`src/rtl/core_pkg.sv`:
```
// rtl/core_pkg.sv - shared RV32I opcode, NOP and hazard FSM encodings
package core_pkg;

    localparam logic [6:0] OP_LOAD   = 7'b0000011;
    localparam logic [6:0] OP_OP_IMM = 7'b0010011;
    localparam logic [6:0] OP_AUIPC  = 7'b0010111;
    localparam logic [6:0] OP_STORE  = 7'b0100011;
    localparam logic [6:0] OP_OP     = 7'b0110011;
    localparam logic [6:0] OP_LUI    = 7'b0110111;
    localparam logic [6:0] OP_BRANCH = 7'b1100011;
    localparam logic [6:0] OP_JALR   = 7'b1100111;
    localparam logic [6:0] OP_JAL    = 7'b1101111;

    localparam logic [31:0] NOP_INSTR = 32'h0000_0013;

    typedef enum logic [1:0] {
        HZ_RUN      = 2'd0,
        HZ_LU_STALL = 2'd1,
        HZ_FLUSH    = 2'd2
    } hazard_state_e;

endpackage

```
`src/rtl/decode_src_use.sv`:
```
// rtl/decode_src_use.sv - maps an instruction to its source register usage
module decode_src_use
    import core_pkg::*;
(
    input  logic [31:0] instr,
    output logic        uses_rs1,
    output logic        uses_rs2,
    output logic [4:0]  rs1,
    output logic [4:0]  rs2
);

    assign rs1 = instr[19:15];
    assign rs2 = instr[24:20];

    // LUI, AUIPC, JAL and unknown opcodes read no source register
    always_comb begin
        uses_rs1 = 1'b0;
        uses_rs2 = 1'b0;
        case (instr[6:0])
            OP_OP_IMM, OP_LOAD, OP_JALR: uses_rs1 = 1'b1;
            OP_STORE, OP_BRANCH, OP_OP: begin
                uses_rs1 = 1'b1;
                uses_rs2 = 1'b1;
            end
            default: begin
                uses_rs1 = 1'b0;
                uses_rs2 = 1'b0;
            end
        endcase
    end

endmodule

```
`src/rtl/decode_hazard_ctrl.sv`:
```
// rtl/decode_hazard_ctrl.sv - IF/ID register with load-use, redirect and backpressure control
module decode_hazard_ctrl
    import core_pkg::*;
#(
    parameter int XLEN  = 32,
    parameter int CNT_W = 16
) (
    input  logic             clk,
    input  logic             rst,
    input  logic             if_valid,
    input  logic [31:0]      if_instr,
    input  logic [XLEN-1:0]  if_pc,
    input  logic             ex_valid,
    input  logic             ex_mem_read,
    input  logic [4:0]       ex_rd,
    input  logic             ex_redirect,
    input  logic             ex_ready,
    output logic [31:0]      id_instr,
    output logic [XLEN-1:0]  id_pc,
    output logic             id_valid,
    output logic             id_issue,
    output logic             pc_hold,
    output logic [1:0]       hazard_state,
    output logic [CNT_W-1:0] stall_cnt,
    output logic [CNT_W-1:0] flush_cnt
);

    hazard_state_e    state_q, state_d;
    logic [31:0]      id_instr_q, id_instr_d;
    logic [XLEN-1:0]  id_pc_q, id_pc_d;
    logic             id_valid_q, id_valid_d;
    logic [CNT_W-1:0] stall_cnt_q, stall_cnt_d;
    logic [CNT_W-1:0] flush_cnt_q, flush_cnt_d;

    logic       uses_rs1, uses_rs2;
    logic [4:0] rs1, rs2;
    logic       load_use;

    decode_src_use u_src_use (
        .instr    (id_instr_q),
        .uses_rs1 (uses_rs1),
        .uses_rs2 (uses_rs2),
        .rs1      (rs1),
        .rs2      (rs2)
    );

    assign load_use = id_valid_q & ex_valid & ex_mem_read & (ex_rd != 5'd0) &
                      ((uses_rs1 & (rs1 == ex_rd)) | (uses_rs2 & (rs2 == ex_rd)));

    // next-state, IF/ID update and stall/issue outputs; redirect > load-use > backpressure > advance
    always_comb begin
        state_d     = state_q;
        id_instr_d  = id_instr_q;
        id_pc_d     = id_pc_q;
        id_valid_d  = id_valid_q;
        stall_cnt_d = stall_cnt_q;
        flush_cnt_d = flush_cnt_q;
        id_issue    = 1'b0;
        pc_hold     = 1'b0;

        if (ex_redirect) begin
            // squash from any state; the wrong-path fetch is dropped next cycle in FLUSH
            id_valid_d = 1'b0;
            id_instr_d = NOP_INSTR;
            state_d    = HZ_FLUSH;
            if (flush_cnt_q != {CNT_W{1'b1}}) begin
                flush_cnt_d = flush_cnt_q + 1'b1;
            end
        end else begin
            case (state_q)
                HZ_RUN: begin
                    if (load_use) begin
                        pc_hold = 1'b1;
                        state_d = HZ_LU_STALL;
                        if (stall_cnt_q != {CNT_W{1'b1}}) begin
                            stall_cnt_d = stall_cnt_q + 1'b1;
                        end
                    end else if (!ex_ready) begin
                        pc_hold = 1'b1;
                    end else begin
                        id_issue   = id_valid_q;
                        id_instr_d = if_instr;
                        id_pc_d    = if_pc;
                        id_valid_d = if_valid;
                    end
                end
                HZ_LU_STALL: begin
                    // the load has moved to MEM and forwards, so no re-check of load-use
                    state_d = HZ_RUN;
                    if (!ex_ready) begin
                        pc_hold = 1'b1;
                    end else begin
                        id_issue   = id_valid_q;
                        id_instr_d = if_instr;
                        id_pc_d    = if_pc;
                        id_valid_d = if_valid;
                    end
                end
                HZ_FLUSH: begin
                    id_valid_d = 1'b0;
                    id_instr_d = NOP_INSTR;
                    state_d    = HZ_RUN;
                end
                default: begin
                    state_d = HZ_RUN;
                end
            endcase
        end

        if (rst) begin
            id_issue = 1'b0;
            pc_hold  = 1'b0;
        end
    end

    // state, IF/ID and counter registers
    always_ff @(posedge clk) begin
        if (rst) begin
            state_q     <= HZ_RUN;
            id_instr_q  <= NOP_INSTR;
            id_pc_q     <= '0;
            id_valid_q  <= 1'b0;
            stall_cnt_q <= '0;
            flush_cnt_q <= '0;
        end else begin
            state_q     <= state_d;
            id_instr_q  <= id_instr_d;
            id_pc_q     <= id_pc_d;
            id_valid_q  <= id_valid_d;
            stall_cnt_q <= stall_cnt_d;
            flush_cnt_q <= flush_cnt_d;
        end
    end

    assign id_instr     = id_instr_q;
    assign id_pc        = id_pc_q;
    assign id_valid     = id_valid_q;
    assign hazard_state = state_q;
    assign stall_cnt    = stall_cnt_q;
    assign flush_cnt    = flush_cnt_q;

endmodule

```
`config.mk`:
```
export PLATFORM = sky130hd
export DESIGN_NAME = decode_hazard_ctrl
export DESIGN_NICKNAME = d
export VERILOG_FILES = /design/src/rtl/core_pkg.sv /design/src/rtl/decode_src_use.sv /design/src/rtl/decode_hazard_ctrl.sv
export SDC_FILE = /design/constraint.sdc
export NUM_CORES = 1
export LEC_CHECK = 0
export ABC_AREA = 1
export CAP_MARGIN = 20
export CORE_MARGIN = 1.5
export CORE_UTILIZATION = 39
export DETAILED_ROUTE_END_ITERATION = 10
export PLACE_DENSITY = 0.8
export SETUP_SLACK_MARGIN = 0.1
export SLEW_MARGIN = 20
export SYNTH_ARGS = -nofsm -noshare
export SYNTH_HDL_FRONTEND = slang
export SYNTH_SLANG_ARGS = --single-unit
export TNS_END_PERCENT = 1
```
`constraint.sdc`:
```
create_clock -name clk -period 1.4 [get_ports clk]
set_input_delay 0.14 -clock clk [delete_from_list [all_inputs] [get_ports clk]]
set_output_delay 0.14 -clock clk [all_outputs]
set_load 0.005 [all_outputs]
```
==> results of run 1 <==
## tightest hold or removal path, delay by kind of cell
| kind | cells | cell delay (ps) |
|---|---|---|
| and+or+nand+nor | 1 | 60 |
| AOI/OAI and AO/OA | 1 | 60 |
| buffers and inverters | 1 | 390 |
## repair_timing
item,in CTS,in global routing
hold endpoints to repair,0,0
hold buffers,0,0
cloned,0,0
pin swaps,11,11
resized for setup,158,38
setup buffers,0,2
endpoints found under the setup margin,199,126
## metrics by stage
step / setup TNS [ps] / cells / power [mW] / utilization [%] / hold slack (ps)
after detailed placement: -73840 / 999 / 3.83 / 63.5 / 454
after global placement: -64580 / 999 / 3.81 / 63.5 / 446
after CTS: -27970 / 1012 / 5.39 / 65.2 / 319
final: -26540 / 1014 / 5.37 / 66.5 / 335
after global routing: -37630 / 1014 / 5.59 / 66.5 / 336
after floorplan: -10830 / 626 / 3.32 / - / 265
## per-layer routing
metal | vias up | GRT usage, % | wire, um
li1 | 2529 | - | -
met1 | 2407 | 26.7 | 5760
met2 | 171 | 40.5 | 7020
met3 | 21 | 5.74 | 918
met4 | 0 | 9.21 | 281
met5 | - | 0 | 0
## power groups by stage
stage	registers, mW	logic [mW]	clock network [mW]
2_1_floorplan	3.01	0.311	0
3_3_place_gp	3.00	0.810	0
3_5_place_dp	3.00	0.829	0
4_1_cts	2.94	0.816	1.64
5_1_grt	2.95	0.911	1.73
6_report	2.94	0.839	1.59
## cells by family (layout without fill, tap and decap cells)
group                      after synthesis  count (layout)
buffers and inverters                   86             334
AOI/OAI and AO/OA                      101             101
and+or+nand+nor                        331             331
xor gates and xnor gates                 7               7
adders and majority gates                2               2
DFF                                     99              99
## worst max path at each step
stage / endpoint / slack (ps) / cells past startpoint
CTS: pc_hold / -440 / 11
global route: pc_hold / -510 / 11
detailed placement: id_instr[7] / -980 / 12
finish: id_instr[21] / -410 / 13
global placement: id_valid / -830 / 12
floorplan: id_instr[21] / -140 / 12
## registers in the layout, summed over array words and instances (netlist names)
register / cells
flush_cnt: 16
hazard_state: 2
id_valid: 1
stall_cnt: 16
id_instr: 32
id_pc: 32
## cells in the final DEF, fill, tap and decap left out, types with 5 or more instances in the layout
master and instances:
a21oi_1 76, a21oi_2 8, buf_12 5, buf_4 82, clkbuf_8 10, clkdlybuf4s50_1 96, dfxtp_1 49, dfxtp_2 49
dlygate4sd2_1 74, inv_1 48, inv_2 7, nand2_1 140, nand2_2 11, nand3_1 81, nand4_1 11, nor2_1 57
nor2_2 7, o21ai_0 5, o21ai_1 5, xnor2_1 5
## area by class of cell
| type | count | area [sq um] | share of cell area (%) |
|---|---|---|---|
| Clock buffer | 13 | 149 | 2.06 |
| Inverter | 57 | 226 | 3.13 |
| Multi-Input combinational cell | 441 | 2240 | 31.0 |
| Sequential cell | 99 | 2050 | 28.3 |
| Tap cell | 140 | 175 | 2.42 |
| Timing Repair Buffer | 264 | 2390 | 33.1 |
==> metrics.txt, run 1 <==
first-pass GRT wire length 21700 um; worst path cell trace clkdlybuf4s50_1 -> inv_1 -> nand2_1 -> nand2_1 -> nor2_1 -> nand2_2 -> o21ai_4 -> nand2_4 -> buf_12 -> nand3_4 -> buf_12 -> nand3_1 -> a21oi_1; Synth async-reset ratio 0%; min-delay src if_instr[17]; CTS root buf clkbuf_8; Crit-path slowest cell clkdlybuf4s50_1; residual DRC count 0; final hold vios 0; IO Count 177; clk sinks 99; Reg2Reg Launch Point id_valid; H-tree Lvls 3; Worst Reg-to-Reg Cells 12; area share of the largest cell type after synthesis 45.5%; critical path type input port to flop; sequential element share of the synthesized area 45.5%; Hold/Removal Path Class input port to flop; area grow syn2layout 65.9%; Internal 4.02 mW; FF-to-FF End id_instr[21]; Final setup viols 98; final worst slack -407 ps; top post-synthesis cells by area dfxtp_1 (45%), nand2_1 (13%), nand3_1 (9.8%), a21oi_1 (9.6%), nor2_1 (5.5%); port bufs 176; count of buffer and inverter cells on the critical path 4; Worst Max-Slew Pin Slew 465 ps; CP peak stage delay 550 ps; area leader, netlist dfxtp_1; final weighted congestion in routability-driven placement 0.857; P per Cell Area 742 nW/um^2; Clock Latency Late Sink 360 ps; chip width 109 um; initial antenna violation count 0; ANT cells 0; total die area 11800 sq um; worst slack, placed -977 ps; largest family of logic cells by synthesized area simple AND/OR/NAND/NOR gates; WHS Path Cells 3; Synth Cell Area 4360 sq um; fraction of layout cells with a size suffix above 1 23.7%; clock skew 9.39 ps; 1st-iter DRT viols 212; Post-Synthesis Cells 626; Post-synth top cells nand2_1 (153), dfxtp_1 (99), nand3_1 (85); XOR/XNOR Fraction of Synth Area 1.41%; Post-synth top flop dfxtp_1; mux share of post-synthesis cell area 0%; Period Utilization, post-route 129%; # fillers 917; crit start category input port; status complete, but fails checks; DR vias 5128; GRT overflow 0; DR pass1 iterations 6; Leak 3.19 nW; core area 10900 sq um; Tot GR Track Use 23.0%; max-cap viol count 0; Post-Synth Simple-Gate Area 32.7%; CTS tree done; Post-synth EDFFs 0; CTS Buf Count 9; Clk pin slew, worst setup/hold paths 80 ps; clock share of power 29.6%; post-synthesis register bit count 99; most instantiated library cell after synthesis nand2_1; Final Max Tran Viols 0; failing checks negative setup slack; overall routed net length 14000 um; crit path max fanout 36; placed instance area 6910 sq um; DR vias/cell 5.06; Setup crit start ex_rd[1]; Clock Path Buffers 2; vias in the first global route 4792; crit path DAT 2080 ps; Synth Area in Adders 0.574%; NetSw 1.35 mW; row cnt 38; Crit path max-delay family buffers and inverters; Logic pwr share 15.6%; largest net degree at the start of global routing 41; switching part of the total 25.2%; Hold Path End id_instr[17]; final non-filler cell area 7240 sq um; post-route ant nets 0; Die Ht 109 um; Synth Area in Compound Gates 12.0%; f_max 553 MHz; Syn. warnings 0; Nets 950; Synth Net Count 704; HPWL Detailed 9960 um; Netlist cell types 28; reg-to-reg setup timing slack -400 ps; syn avg cell area 6.97 sq um; Required @ worst endpoint 1670 ps; part of the power in registers 54.8%; Slew headroom 69.0%; WL per Instance 13.8 um; Initial Utilization 40.0%; RSZ-0062 raised after global routing true; minimum clock period 1810 ps; crit end category flop; maximum vdd drop 459 uV
(Power assumes the default switching activity.)
==> run 2, diff against run 1 <==
--- a/config.mk
+++ b/config.mk
@@ -7,7 +7,7 @@
 export LEC_CHECK = 0
 export ABC_AREA = 1
 export CAP_MARGIN = 20
-export CORE_MARGIN = 1.5
+export CORE_MARGIN = 1
 export CORE_UTILIZATION = 39
 export DETAILED_ROUTE_END_ITERATION = 10
 export PLACE_DENSITY = 0.8
==> run 2 against run 1 <==
Against the previous run: the run still ends with negative setup slack left; sequential cell count unchanged; critical path type is now flop to output port; global-route usage increased by 0.90 points; via count decreased by 0.35%.
==> metrics.txt, run 2 (same netlist as run 1, synthesis figures left out) <==
Nets 952 (+0.21%); post-route ant nets 0 (unchanged); final weighted congestion in routability-driven placement 0.911 (+6.4%); CTS root buf clkbuf_8; WL per Instance 13.8 um (+0.28%); WHS Path Cells 3 (unchanged); residual DRC count 0 (unchanged); DR vias/cell 5.01 (-0.84%); DR pass1 iterations 5 (-1); Initial Utilization 40.0% (unchanged); Die Ht 108 um (-0.92%); CTS tree done; # fillers 891 (-2.8%); met1 Use GR 27.7% (+1.1 points); met2 usage 42.5% (+2.0 points); RSZ-0062 raised after global routing true; crit path DAT 1670 ps (-410 ps); DR vias 5110 (-0.35%); final worst slack -409 ps (-1.44 ps); ANT cells 0 (unchanged); switching part of the total 22.8% (-2.3 points); CTS Buf Count 9 (unchanged); commonest non-fill, non-tap cell in the layout nand2_1; Worst Reg-to-Reg Cells 11 (-1); Clk pin slew, worst setup/hold paths 90 ps (about the same); Worst Max-Slew Pin Slew 489 ps (+23.9 ps); 1st-iter DRT viols 235 (+11%); NetSw 1.39 mW (+3.2%); H-tree Lvls 3 (unchanged); Slew headroom 67.4% (-1.6 points); Required @ worst endpoint 1260 ps (-410 ps); Internal 4.72 mW (+17%); Period Utilization, post-route 129% (about the same); first-pass GRT wire length 22100 um (+1.8%); Crit-path slowest cell dfxtp_2; highest-count cells in the layout ignoring fill and taps nand2_1 (145), clkdlybuf4s50_1 (92), nand3_1 (83), buf_4 (83), dlygate4sd2_1 (76); vias in the first global route 4865 (+1.5%); overall routed net length 14100 um (+0.77%); row cnt 38 (unchanged); crit end category output port; initial antenna violation count 0 (unchanged); reg-to-reg setup timing slack -340 ps (+60 ps); Final setup viols 99 (+1.0%); Inst Count DP 1000 (+0.10%); Final Max Tran Viols 0 (unchanged); met3 Use GR 4.90% (-0.84 points); clk sinks 99 (unchanged); crit path max fanout 3 (-92%); total die area 11600 sq um (-1.8%); clock share of power 38.1% (+8.5 points); Cell Count, Final, Fillers Out 1019 (+0.49%); CP most frequent cell nand2_1; Clock Path Buffers 2 (unchanged); port bufs 176 (unchanged); area grow syn2layout 68.6%; part of the power in registers 48.1% (-6.7 points); GRT overflow 0 (unchanged); HPWL Detailed 10200 um (+2.1%); failing checks negative setup slack; Fin Hold WS 323 ps (-12.6 ps); Hold/Removal Path Class input port to flop; Tot GR Track Use 23.9% (+0.90 points); Sequential Area 2060 sq um (+0.43%); CP peak stage delay 350 ps (-200 ps); P per Cell Area 831 nW/um^2 (+12%); Clock Latency Late Sink 360 ps (about the same); final hold vios 0 (unchanged); chip width 108 um (-0.92%); Most Used Layer, Global Route met2; crit start category flop; Leak 3.29 nW (+3.2%); Multi-input gate area 2230 sq um (-0.61%); largest net degree at the start of global routing 41 (unchanged); Logic pwr share 13.8% (-1.8 points); max-cap viol count 0 (unchanged); clock skew 8.90 ps (-0.482 ps); Total Neg Setup Slack -24140 ps (+2400 ps); critical path type flop to output port; core area 10900 sq um (unchanged); worst path cell trace nor2_2 -> nand2_1 -> nor2_1 -> nand2_1 -> o21ai_4 -> nand2_4 -> nand2_2 -> nand2_1 -> nor2_1 -> buf_2; minimum clock period 1810 ps (+1.44 ps); IO Count 177 (unchanged); f_max 553 MHz (about the same); fraction of layout cells with a size suffix above 1 24.5% (+0.78 points); maximum vdd drop 547 uV (+19%); status complete, but fails checks
-- run 2: final cells by class --
| type | count | area share, % |
|---|---|---|
| clock buffer | 11 | 1.79 |
| inverter | 57 | 3.08 |
| sequential | 99 | 28.0 |
| multi-input combinational | 441 | 30.3 |
| timing repair buffer | 266 | 32.7 |
| tap | 140 | 2.38 |
| clock inverter | 5 | 1.70 |
-- run 2: layer usage --
metal / part of all wire, % / vias up / wire, um
met2: 51 / 204 / 7180
met4: 2.2 / 0 / 316
met1: 40 / 2339 / 5620
li1: - / 2538 / -
met3: 7.0 / 29 / 980
met5: 0 / - / 0
-- run 2: what timing repair did --
action,CTS,global route
pin swaps,10,3
buffers inserted,0,3
hold buffers,0,0
gates resized for setup,159,40
setup endpoints to repair,199,123
endpoints found under the hold margin,0,0
-- run 2: path summary, 6_finish.rpt --
kind                     start           end
setup / recovery   id_instr[3]       pc_hold
hold / removal    if_instr[18]  id_instr[18]
setup reg to reg   id_instr[3]  id_instr[15]
hold reg to reg      id_pc[25]     id_pc[25]
-- run 2: worst max-delay path, delay by kind of cell, from the launching register on --
| kind | cells | cell delay [ps] |
|---|---|---|
| flops | 1 | 350 |
| buf+inv | 1 | 150 |
| compound gates | 1 | 170 |
| simple gates | 8 | 660 |
-- run 2: power by group through the flow --
stage / registers [mW] / clock network, mW / logic [mW]
2_1_floorplan: 3.01 / 0 / 0.311
3_3_place_gp: 3.00 / 0 / 0.816
3_5_place_dp: 3.00 / 0 / 0.839
4_1_cts: 2.94 / 2.39 / 0.824
5_1_grt: 2.95 / 2.50 / 0.913
6_report: 2.94 / 2.33 / 0.842
-- run 2: through the flow --
step           util, %  power, mW  setup WS, ps  area [sq um]
2_1_floorplan        -       3.32          -145          4440
5_1_grt           67.5       6.36          -526          7350
3_5_place_dp      63.4       3.84          -805          6910
4_1_cts           66.2       6.15          -418          7210
3_3_place_gp      63.4       3.82          -776          6910
6_report          67.5       6.11          -409          7350
==> run 3, diff against run 2 <==
--- a/config.mk
+++ b/config.mk
@@ -12,7 +12,6 @@
 export DETAILED_ROUTE_END_ITERATION = 10
 export PLACE_DENSITY = 0.8
 export SETUP_SLACK_MARGIN = 0.1
-export SLEW_MARGIN = 20
 export SYNTH_ARGS = -nofsm -noshare
 export SYNTH_HDL_FRONTEND = slang
 export SYNTH_SLANG_ARGS = --single-unit
==> results of run 3 <==
The final DEF is identical to that of run 2; final timing and power are the same.
